$ cat src/rtl/button_event_gen_pkg.sv
// rtl/button_event_gen_pkg.sv - shared state encoding and event bundle for button consumers
package button_event_gen_pkg;

  typedef enum logic [1:0] {
    IDLE    = 2'd0,
    PRESSED = 2'd1,
    LONG    = 2'd2
  } btn_state_t;

  // One bit per one-cycle event; held is a level and lives outside the bundle.
  typedef struct packed {
    logic press_ev;
    logic release_ev;
    logic short_ev;
    logic long_ev;
    logic repeat_ev;
  } btn_events_t;

  localparam int EVENT_W = $bits(btn_events_t);

endpackage

$ cat src/rtl/button_event_gen_if.sv
// rtl/button_event_gen_if.sv - debounced level in, event pulses and held level out
interface button_event_gen_if;

  logic btn_level;
  logic press_pulse;
  logic release_pulse;
  logic short_pulse;
  logic long_pulse;
  logic repeat_pulse;
  logic held;

  modport master (
    input  btn_level,
    output press_pulse, release_pulse, short_pulse, long_pulse, repeat_pulse, held
  );

  modport slave (
    output btn_level,
    input  press_pulse, release_pulse, short_pulse, long_pulse, repeat_pulse, held
  );

endinterface

$ cat src/rtl/button_event_gen.sv
// rtl/button_event_gen.sv - press/release/short/long/repeat event generator
// Edge detect, hold counter and FSM in one flat block; all outputs registered.
module button_event_gen
  import button_event_gen_pkg::*;
#(
  parameter int LONG_PRESS_CYCLES = 50_000_000,
  parameter int REPEAT_CYCLES     = 10_000_000,
  parameter int CNT_W             = 26
) (
  input  logic                clk,
  input  logic                rst,
  button_event_gen_if.master  bus
);

  localparam logic [CNT_W-1:0] LONG_LAST = CNT_W'(LONG_PRESS_CYCLES - 1);
  localparam logic [CNT_W-1:0] REP_LAST  = CNT_W'(REPEAT_CYCLES);
  localparam logic [CNT_W-1:0] CNT_ONE   = CNT_W'(1);

  btn_state_t       state, state_nxt;
  logic [CNT_W-1:0] cnt, cnt_nxt;
  logic             btn_q;
  logic             press;
  btn_events_t      ev, ev_nxt;
  logic             held_q;

  // btn_q resets high so a button held through reset must be seen low first.
  assign press = bus.btn_level & ~btn_q;

  always_ff @(posedge clk) begin
    if (rst) begin
      state  <= IDLE;
      cnt    <= '0;
      btn_q  <= 1'b1;
      ev     <= '0;
      held_q <= 1'b0;
    end else begin
      state  <= state_nxt;
      cnt    <= cnt_nxt;
      btn_q  <= bus.btn_level;
      ev     <= ev_nxt;
      held_q <= (state_nxt != IDLE);
    end
  end

  // Release is tested before any threshold so a low level always wins.
  always_comb begin
    state_nxt = state;
    cnt_nxt   = cnt;
    ev_nxt    = '0;
    case (state)
      IDLE: begin
        if (press) begin
          state_nxt       = PRESSED;
          cnt_nxt         = CNT_ONE;
          ev_nxt.press_ev = 1'b1;
        end
      end
      PRESSED: begin
        if (!bus.btn_level) begin
          state_nxt         = IDLE;
          cnt_nxt           = '0;
          ev_nxt.release_ev = 1'b1;
          ev_nxt.short_ev   = 1'b1;
        end else if (cnt == LONG_LAST) begin
          state_nxt      = LONG;
          cnt_nxt        = CNT_ONE;
          ev_nxt.long_ev = 1'b1;
        end else begin
          cnt_nxt = cnt + 1'b1;
        end
      end
      LONG: begin
        if (!bus.btn_level) begin
          state_nxt         = IDLE;
          cnt_nxt           = '0;
          ev_nxt.release_ev = 1'b1;
        end else if (cnt == REP_LAST) begin
          cnt_nxt          = CNT_ONE;
          ev_nxt.repeat_ev = 1'b1;
        end else begin
          cnt_nxt = cnt + 1'b1;
        end
      end
      default: begin
        state_nxt = IDLE;
        cnt_nxt   = '0;
      end
    endcase
  end

  assign bus.press_pulse   = ev.press_ev;
  assign bus.release_pulse = ev.release_ev;
  assign bus.short_pulse   = ev.short_ev;
  assign bus.long_pulse    = ev.long_ev;
  assign bus.repeat_pulse  = ev.repeat_ev;
  assign bus.held          = held_q;

endmodule

$ cat src/flat_wrapper.sv
// flat-port wrapper written by rule: the top's interface ports become plain ports
module button_event_gen_flat import button_event_gen_pkg::*;
#(
  parameter int LONG_PRESS_CYCLES = 50_000_000,
  parameter int REPEAT_CYCLES     = 10_000_000,
  parameter int CNT_W             = 26
)
  (clk, rst, bus_btn_level, bus_press_pulse, bus_release_pulse, bus_short_pulse, bus_long_pulse, bus_repeat_pulse, bus_held);
  button_event_gen_if bus_i ();
  input  logic clk;
  input  logic rst;
  input wire logic [$bits(bus_i.btn_level)-1:0] bus_btn_level;
  output wire logic [$bits(bus_i.press_pulse)-1:0] bus_press_pulse;
  output wire logic [$bits(bus_i.release_pulse)-1:0] bus_release_pulse;
  output wire logic [$bits(bus_i.short_pulse)-1:0] bus_short_pulse;
  output wire logic [$bits(bus_i.long_pulse)-1:0] bus_long_pulse;
  output wire logic [$bits(bus_i.repeat_pulse)-1:0] bus_repeat_pulse;
  output wire logic [$bits(bus_i.held)-1:0] bus_held;
  assign bus_i.btn_level = bus_btn_level;
  assign bus_press_pulse = bus_i.press_pulse;
  assign bus_release_pulse = bus_i.release_pulse;
  assign bus_short_pulse = bus_i.short_pulse;
  assign bus_long_pulse = bus_i.long_pulse;
  assign bus_repeat_pulse = bus_i.repeat_pulse;
  assign bus_held = bus_i.held;
  button_event_gen #(.LONG_PRESS_CYCLES(LONG_PRESS_CYCLES), .REPEAT_CYCLES(REPEAT_CYCLES), .CNT_W(CNT_W)) u_core (.clk(clk), .rst(rst), .bus(bus_i));
endmodule
$ cat config.mk
export PLATFORM = sky130hd
export DESIGN_NAME = button_event_gen_flat
export DESIGN_NICKNAME = d
export VERILOG_FILES = /design/src/rtl/button_event_gen_pkg.sv /design/src/rtl/button_event_gen_if.sv /design/src/rtl/button_event_gen.sv /design/src/flat_wrapper.sv
export SDC_FILE = /design/constraint.sdc
export NUM_CORES = 1
export LEC_CHECK = 0
export CAP_MARGIN = 20
export CORE_ASPECT_RATIO = 0.7
export CORE_MARGIN = 5
export CORE_UTILIZATION = 47
export CTS_CLUSTER_DIAMETER = 120
export CTS_CLUSTER_SIZE = 24
export DETAILED_ROUTE_END_ITERATION = 10
export PLACE_DENSITY = 0.67
export SLEW_MARGIN = 20
export SYNTH_ARGS = -nofsm -noshare
export SYNTH_HDL_FRONTEND = slang
export SYNTH_SLANG_ARGS = --single-unit
$ cat constraint.sdc
create_clock -name clk -period 2.3 [get_ports clk]
set_clock_uncertainty 0.15 [all_clocks]
set_input_delay 0.23 -clock clk [delete_from_list [all_inputs] [get_ports clk]]
set_output_delay 0.23 -clock clk [all_outputs]
set_load 0.01 [all_outputs]
==> impl_metrics.env <==
export IMPL_synth_compound_area_share=0.1302
export IMPL_clk_pin_slew_worst_paths_ns=0.07
export IMPL_std_cell_rows=18
export IMPL_gp_congestion=0.9464
export IMPL_layout_cells_most_common="sky130_fd_sc_hd__nor2_1"
export IMPL_num_vias=1551
export IMPL_antenna_diode_count=0
export IMPL_layout_cells_most_common_list="sky130_fd_sc_hd__nor2_1 (30), sky130_fd_sc_hd__dfxtp_1 (27), sky130_fd_sc_hd__buf_4 (20)"
export IMPL_fmax_ghz=0.4566
export IMPL_final_max_slew_violation_count=0
export IMPL_yosys_area_share_adder=0.04178
export IMPL_startpoint_of_the_lowest_slack_hold_path="u_core.cnt[1]"
export IMPL_mappedNetlistNets=212
export IMPL_overflow_left_after_global_routing=0
export IMPL_fillers=320
export IMPL_drc_errors_left=0
export IMPL_postSynth_asyncResetShare=0
export IMPL_cap_violations=0
export IMPL_grtUsageTotal=0.1830
export IMPL_viasPerCell=5.500
export IMPL_required_ns=2.32
export IMPL_clock_sink_count=35
export IMPL_cp_max_fo=6
export IMPL_slew_headroom=0.6432
export IMPL_worst_reg2reg_path_startpoint="u_core.cnt[21]"
export IMPL_r2r_end="u_core.cnt[25]"
export IMPL_tritoncts_num_buffers=5
export IMPL_worstPathArrival_ns=2.21
export IMPL_die_height_um=61.73
export IMPL_report_final_hold_viol_count=0
export IMPL_ys_ff_latch=35
export IMPL_fin_tns_setup_ns=0
export IMPL_detail_route_wl_per_cell_um=15.26
export IMPL_num_nets_final=240
export IMPL_yosys_mux_area_fraction=0
export IMPL_place_hpwl_um=3301
export IMPL_synth_top_cell_area_share=0.3900
export IMPL_synthToLayoutAreaGrowth_pct=22.63
export IMPL_fp_dieArea_sq_um=5179
export IMPL_cts_hold_buffers_added=0
export IMPL_post_route_cells_drive_above_1_share=0.2328
export IMPL_netlist_instances=203
export IMPL_finalWorstPathRequiredPeriod_ns=2.190
export IMPL_dominantRegCellSynth="sky130_fd_sc_hd__dfxtp_1"
export IMPL_core_sq_um=3603
export IMPL_finalSetupViolations=0
export IMPL_yosys_cell_types_count=53
export IMPL_worstHoldPathCells=2
export IMPL_yosys_area_share_xor_xnor=0.08774
export IMPL_crit_start="u_core.cnt[21]"
export IMPL_critPathLaunchType="flop"
export IMPL_combinational_family_with_the_most_area_after_synthesis="simple AND/OR/NAND/NOR gates"
export IMPL_syn_cell_area_sq_um=1797
export IMPL_critical_path_endpoint_type="flop"
export IMPL_layoutNonFillerInstCount=282
export IMPL_clk_latency_ns=0.29
export IMPL_reg2reg_slack_ns=0.11
export IMPL_worst_hold_path_endpoint="u_core.cnt[1]"
export IMPL_p_leak_nw=0.7940
export IMPL_grt_start_max_net_pins=19
export IMPL_die_x_um=83.90
export IMPL_synth_simple_gate_area_share=0.3057
export IMPL_initial_core_util=0.4986
export IMPL_largest_voltage_drop_on_the_vdd_net_v=0.0005006
export IMPL_worst_slack_ns=0.1098
export IMPL_placement_setup_worst_slack_ns=0.03301
export IMPL_detailedRoute_firstPassIterationCount=4
export IMPL_antenna_found_initial=0
export IMPL_netlist_top_cell_by_area="sky130_fd_sc_hd__dfxtp_1"
export IMPL_postLayoutCellArea_sq_um=2203
export IMPL_h_tree_depth=2
export IMPL_synthesis_yosys_warnings=0
export IMPL_grt_pass1_vias=1505
export IMPL_buffer_ports_inserted=8
export IMPL_timing_final_crit_share=0.9523
export IMPL_synth_avg_cell_area_sq_um=8.851
export IMPL_first_iteration_detailed_routing_drc_count=130
export IMPL_transition_time_at_the_pin_with_the_least_slew_margin_ns=0.5296
export IMPL_clk_root_buffer_cell="sky130_fd_sc_hd__clkbuf_8"
export IMPL_clock_tree_buffer_depth=2
export IMPL_global_route_wire_length_before_repair_um=7314
export IMPL_timing_hold_worst_class="reg -> reg"
export IMPL_placed_cells_incl_taps=272
export IMPL_reg2regPathDepth=8
export IMPL_ys_seq_area_frac=0.3900
export IMPL_holdWs_ns=0.3691
export IMPL_clock_tree_from_tritoncts="built"
export IMPL_power_density_nw_per_um2=532.8
export IMPL_synth_top_cells_by_area="sky130_fd_sc_hd__dfxtp_1 (39%), sky130_fd_sc_hd__xor2_1 (6.8%), sky130_fd_sc_hd__nor2_1 (6.3%), sky130_fd_sc_hd__nand3_1 (4.7%), sky130_fd_sc_hd__ha_1 (4.2%)"
export IMPL_route_antenna_remaining_nets=0
export IMPL_postPlaceCellArea_sq_um=2044
export IMPL_io_pin_count=9
export IMPL_finalWirelength_um=4302
export IMPL_timing_worst_setup_path_type="reg -> reg"
export IMPL_edff_count_synth=0
export IMPL_status="finished clean"
[registers in the layout, summed over array words and instances (netlist names)]
| name | count |
|---|---|
| u_core.cnt | 26 |
| u_core.state | 2 |
| u_core.btn_q | 1 |
| u_core.bus.held | 1 |
| u_core.bus.long_pulse | 1 |
| u_core.bus.press_pulse | 1 |
| u_core.bus.release_pulse | 1 |
| u_core.bus.repeat_pulse | 1 |
| u_core.bus.short_pulse | 1 |
[routing by layer]
metal	global-route usage	up-vias	part of all wire
met5	0	-	0
met4	0.06193	0	0.0093
met3	0.05007	5	0.063
met2	0.3046	32	0.45
met1	0.2365	736	0.48
li1	-	778	-
[where the power goes]
group	total (mW)	switching, mW	internal, mW
logic	0.0793	0.0441	0.0352
registers	0.614	0.00265	0.611
clock network	0.480	0.207	0.273
[worst max-delay path: stages (launching register included)]
cell                       delay, ns
sky130_fd_sc_hd__dfxtp_1        0.32
sky130_fd_sc_hd__buf_4          0.16
sky130_fd_sc_hd__nor4_2         0.29
sky130_fd_sc_hd__nand4_1        0.20
sky130_fd_sc_hd__o211ai_1       0.36
sky130_fd_sc_hd__a21oi_2        0.14
sky130_fd_sc_hd__buf_4          0.17
sky130_fd_sc_hd__a22oi_1        0.16
sky130_fd_sc_hd__o21ai_0        0.11
[synth_stat cells (2+ instances only)]
cell type and instances:
sky130_fd_sc_hd__o21ai_0 2, sky130_fd_sc_hd__clkbuf_1 4, sky130_fd_sc_hd__nor4_1 4, sky130_fd_sc_hd__a21oi_1 5
sky130_fd_sc_hd__a22oi_1 2, sky130_fd_sc_hd__o21a_1 2, sky130_fd_sc_hd__a211oi_1 2, sky130_fd_sc_hd__inv_1 8
sky130_fd_sc_hd__nand2_1 13, sky130_fd_sc_hd__xnor2_1 4, sky130_fd_sc_hd__nor3_1 2, sky130_fd_sc_hd__and3_1 2
sky130_fd_sc_hd__nand4b_1 2, sky130_fd_sc_hd__o31ai_1 3, sky130_fd_sc_hd__xor2_1 14, sky130_fd_sc_hd__nand3_1 17
sky130_fd_sc_hd__nor2_1 30, sky130_fd_sc_hd__dfxtp_1 35, sky130_fd_sc_hd__buf_6 2, sky130_fd_sc_hd__ha_1 6
sky130_fd_sc_hd__nand4_1 6, sky130_fd_sc_hd__and4_1 3, sky130_fd_sc_hd__and2_1 2, sky130_fd_sc_hd__or2_2 2
sky130_fd_sc_hd__a31oi_1 3
[cells by family after synthesis]
family                   Yosys count
AO/OA/AOI/OAI                     28
XOR/XNOR                          18
adder cells (fa/ha/maj)            6
buffers and inverters             16
flip-flops                        35
AND/OR/NAND/NOR                  100
[per-stage QoR]
stage          total power, mW    util
6_report                 1.174  0.6115
5_1_grt                  1.219  0.6115
4_1_cts                  1.185  0.5951
3_5_place_dp            0.7064  0.5674
3_3_place_gp            0.7052  0.5674
2_1_floorplan           0.6744       -
[cell type report]
cell class | instances | area (sq um) | share of cell area
multi-input cells | 152 | 1050 | 0.4764
flip-flops and latches | 35 | 710.7 | 0.3225
repair buffers | 29 | 250.2 | 0.1136
clock buffers | 8 | 100.1 | 0.04543
well taps | 50 | 62.56 | 0.02839
inverters | 8 | 30.03 | 0.01363
[worst max path at each step]
| stage | to | slack [ns] | cells after the start |
|---|---|---|---|
| 4_1_cts | u_core.cnt[25] | 0.01 | 6 |
| 3_5_place_dp | u_core.cnt[25] | 0.03 | 6 |
| 5_1_grt | u_core.cnt[25] | -0.05 | 8 |
| 6_report | u_core.cnt[25] | 0.11 | 8 |
| 3_3_place_gp | u_core.cnt[19] | 0.09 | 7 |
| 2_1_floorplan | u_core.cnt[3] | 0.15 | 7 |
[timing repair]
item | 4_1_cts | 5_1_grt
setup endpoints to repair | 0 | 24
buffers inserted | 0 | 2
hold endpoints to repair | 0 | 0
resized for setup | 0 | 14
Power figures use the tool's default switching activity.
==> edit 1: new RTL, same flow settings <==
`CNT_W` is set to 26 in 2 places; all go to 30.
--- a/src/rtl/button_event_gen.sv
+++ b/src/rtl/button_event_gen.sv
@@ -7,3 +7,3 @@
   parameter int REPEAT_CYCLES     = 10_000_000,
-  parameter int CNT_W             = 26
+  parameter int CNT_W             = 30
 ) (
--- a/src/flat_wrapper.sv
+++ b/src/flat_wrapper.sv
@@ -5,3 +5,3 @@
   parameter int REPEAT_CYCLES     = 10_000_000,
-  parameter int CNT_W             = 26
+  parameter int CNT_W             = 30
 )
Check against the original RTL: no difference found for any inputs over 10 cycles, from zero or initial values and one cycle with rst high; that may be too few to reach the edited logic, so the function may still have changed.
==> edit 1 against the original RTL <==
  * The run now ends with setup timing left
  * Hold slack got worse by 0.015 ns
  * Sequential cell count increased by 4
  * Area after synthesis increased by 16%
  * Synthesized cell count increased by 23%
  * Routed wire length increased by 28%
  * Cell area increased by 22%
  * Setup slack got worse by 0.12 ns
  * Cell count increased by 24%
  * Critical endpoint is now u_core.cnt[29]
  * Total power increased by 9.6%
  * Critical path type unchanged
  * Sequential share of layout area decreased by 3.0 points
  * Highest routed layer unchanged
  * Fmax decreased by 5.1%
  * Count of clock-buffer cells in the layout unchanged
==> edit 1: results <==
{
  "slew_headroom": 0.453,
  "critPathArrivalTime_ns": 2.34,
  "reg.largest.list": "u_core.cnt (30), u_core.state (2)",
  "place_inst": 342,
  "gp_congestion": 0.879,
  "grtUsageTotal": 0.209,
  "grt_max_degree": 15,
  "via_per_inst": 5.71,
  "drt_wl_total_um": 5500,
  "dr.pass1.iters": 4,
  "synthTopCellsByCount": "dfxtp_1 (39), nor2_1 (32), nand2_1 (27)",
  "largest_register_ffs": 30,
  "layout_setup_ws_ns": -0.00723,
  "violations": "setup timing",
  "drtIter0Drc": 176,
  "p_leak_nw": 1.04,
  "clkLatencyLatePin_ns": 0.29,
  "synth_fp_nets": 258,
  "seq_area_um2": 785,
  "tns_ns": -0.00723,
  "nNetsFinal": 304,
  "grt_pass1_wl_um": 9300,
  "status": "finished, violations left",
  "crit_family": "simple AND/OR/NAND/NOR gates",
  "nFillCells": 366,
  "yosys.cell_types.count": 43,
  "layout-drive-gt1-share": 0.250,
  "final_cells": 351,
  "place_hpwl_um": 4150,
  "ys_top_cells_by_area": "dfxtp_1 (37%), nor2_1 (5.7%), nand3_1 (5.3%), nand2_1 (4.9%), xor2_1 (4.6%)",
  "finalSetupViolCount": 1
}
==> edit 1: timing repair <==
| action | in CTS | in global routing |
|---|---|---|
| buffers inserted | 0 | 1 |
| resized for setup | 4 | 15 |
| endpoints found under the setup margin | 5 | 30 |
| pin swaps | 3 | 3 |
==> edit 1: worst paths after layout <==
kind,from,end,slack (ns),cells past startpoint
setup / recovery,u_core.cnt[25],u_core.cnt[29],-0.007,6
setup reg to reg,u_core.cnt[25],u_core.cnt[29],-0.007,6
hold / removal,u_core.cnt[1],u_core.cnt[1],0.35,2
hold reg to reg,u_core.cnt[1],u_core.cnt[1],0.35,2
==> edit 1: layout make-up <==
cell class	count	share of cell area
Multi-Input combinational cell	192	0.481
Sequential cell	39	0.292
Timing Repair Buffer	50	0.153
Clock buffer	8	0.0373
Tap cell	55	0.0257
Inverter	7	0.00979
==> edit 1: power by group <==
| part | internal (mW) | switching (mW) |
|---|---|---|
| registers | 0.681 | 0.00417 |
| clock network | 0.274 | 0.232 |
| logic | 0.0421 | 0.0548 |
==> edit 1: kinds of logic (layout without fill, tap and decap cells) <==
group / count (synthesis) / count (layout) / synth area share
DFF: 39 / 39 / 0.374
xor gates and xnor gates: 14 / 14 / 0.0587
muxes: 3 / 3 / 0.0144
AOI/OAI and AO/OA: 31 / 31 / 0.122
buffers and inverters: 18 / 65 / 0.0395
and+or+nand+nor: 138 / 138 / 0.356
adders and majority gates: 6 / 6 / 0.0359
==> edit 1: tightest hold or removal path, stage by stage (launching register included) <==
cell	delay, ns
dfxtp_1	0.35
nand2_1	0.07
a21oi_1	0.05
==> edit 1: metal layers <==
layer,global-route usage,part of all wire,up-vias
li1,-,-,995
met1,0.332,0.51,940
met2,0.276,0.40,63
met3,0.0548,0.087,5
met4,0.0390,0.0062,0
met5,0,0,-
==> edit 2: new RTL, same flow settings <==
Made on the original files. Make the reset (`rst`) asynchronous in one clocked block.
--- a/src/rtl/button_event_gen.sv
+++ b/src/rtl/button_event_gen.sv
@@ -28,3 +28,3 @@
 
-  always_ff @(posedge clk) begin
+  always_ff @(posedge clk or posedge rst) begin
     if (rst) begin
Check against the original RTL: differs if rst is asserted again (counterexample within 4 cycles, from zero or initial values and one cycle with rst high); with rst held inactive, the same outputs for 10 cycles.
==> edit 2 against the original RTL <==
  * The flow now finishes with violations (setup timing)
  * Sequential cell count did not move
  * Cell area grew 25%
  * Setup slack lost 0.30 ns
  * Die area rose by 12%
  * Fmax decreased by 12%
  * Area after synthesis rose by 14%
  * Synthesized cell count is 8.9% higher
  * Utilization up 3.1 points
  * First-iteration DRC count grew 65%
  * Routed wire length rose by 33%
  * Critical path type unchanged
Power is not compared: it rests on default switching activity, and its combinational part moved more than twofold at a synthesized area within 25%.
==> edit 2: results <==
{
  "holdCritPathClass": "input pin to asynchronous set/reset pin",
  "slowest_delay_ns": 0.55,
  "slowest_stage": "or4b_4",
  "status": "finished, violations left",
  "gp_congestion": 0.908,
  "dpl_worst_slack_ns": -0.163,
  "grt_pass1_vias": 1835,
  "layout-drive-gt1-share": 0.314,
  "rr_worst_depth": 5,
  "cp_max_fo": 5,
  "drtIter0Drc": 215,
  "port_buffers": 8,
  "met3_wirelength_um": 448,
  "layout_setup_ws_ns": -0.189,
  "r2r_start": "u_core.cnt[7]",
  "critPathArrivalTime_ns": 2.51,
  "timing.rr.end": "u_core.cnt[23]",
  "async_flop_share": 1.00,
  "synth_warnings": 0,
  "grt_pass1_wl_um": 9130,
  "yosys.cell_types.count": 51,
  "p_seq_frac": 0.361,
  "finalSetupViolCount": 27,
  "ys.flop_type": "dfrtp_1",
  "detail_route.wl_per_cell_um": 18.1,
  "peakVddDrop_v": 0.000599,
  "p_comb_frac": 0.365,
  "ys_top_cells_by_area": "dfrtp_1 (42%), a21oi_1 (5.9%), nand4_1 (4.3%), xnor2_1 (3.9%), xor2_1 (3.9%)",
  "place_area_um2": 2410,
  "violations": "setup timing",
  "syn_inst": 221,
  "seq_area_frac_synth": 0.429,
  "grt_max_degree": 36,
  "synthTopCellsByCount": "dfrtp_1 (34), a21oi_1 (24), nand2_1 (17)",
  "dr_wl_met2_um": 2580,
  "synth_fp_nets": 230,
  "hold_ws_ns": 0.180,
  "final_cells": 316,
  "slew_headroom": 0.586,
  "tns_ns": -3.86,
  "wl_met1_um": 2630,
  "nNetsFinal": 269
}
## edit 2: area by class of cell
class                      count  area, µm²
fill                         323       1530
multi-input combinational    159       1210
sequential                    35        877
timing repair buffer          47        445
clock buffer                   7       96.3
tap                           55       68.8
inverter                      12       45.0
clock inverter                 1       7.51
## edit 2: logic make-up after synthesis
| kind of cell | count (synthesis) | synth area share |
|---|---|---|
| compound gates | 49 | 0.166 |
| xor+xnor | 18 | 0.0771 |
| fa+ha+maj | 6 | 0.0367 |
| buf+inv | 27 | 0.0581 |
| flops | 35 | 0.429 |
| simple gates | 86 | 0.233 |
## edit 2: repair_timing
action | in CTS | in global routing
hold buffers | 0 | 0
gates resized for setup | 19 | 8
gates cloned | 1 | 0
endpoints found under the setup margin | 27 | 28
setup buffers | 5 | 2
pin swaps | 11 | 6
## edit 2: per-layer routing
metal	up-vias	track usage
met4	0	0.0623
met2	84	0.309
met3	11	0.0439
met1	919	0.304
li1	882	-
met5	-	0
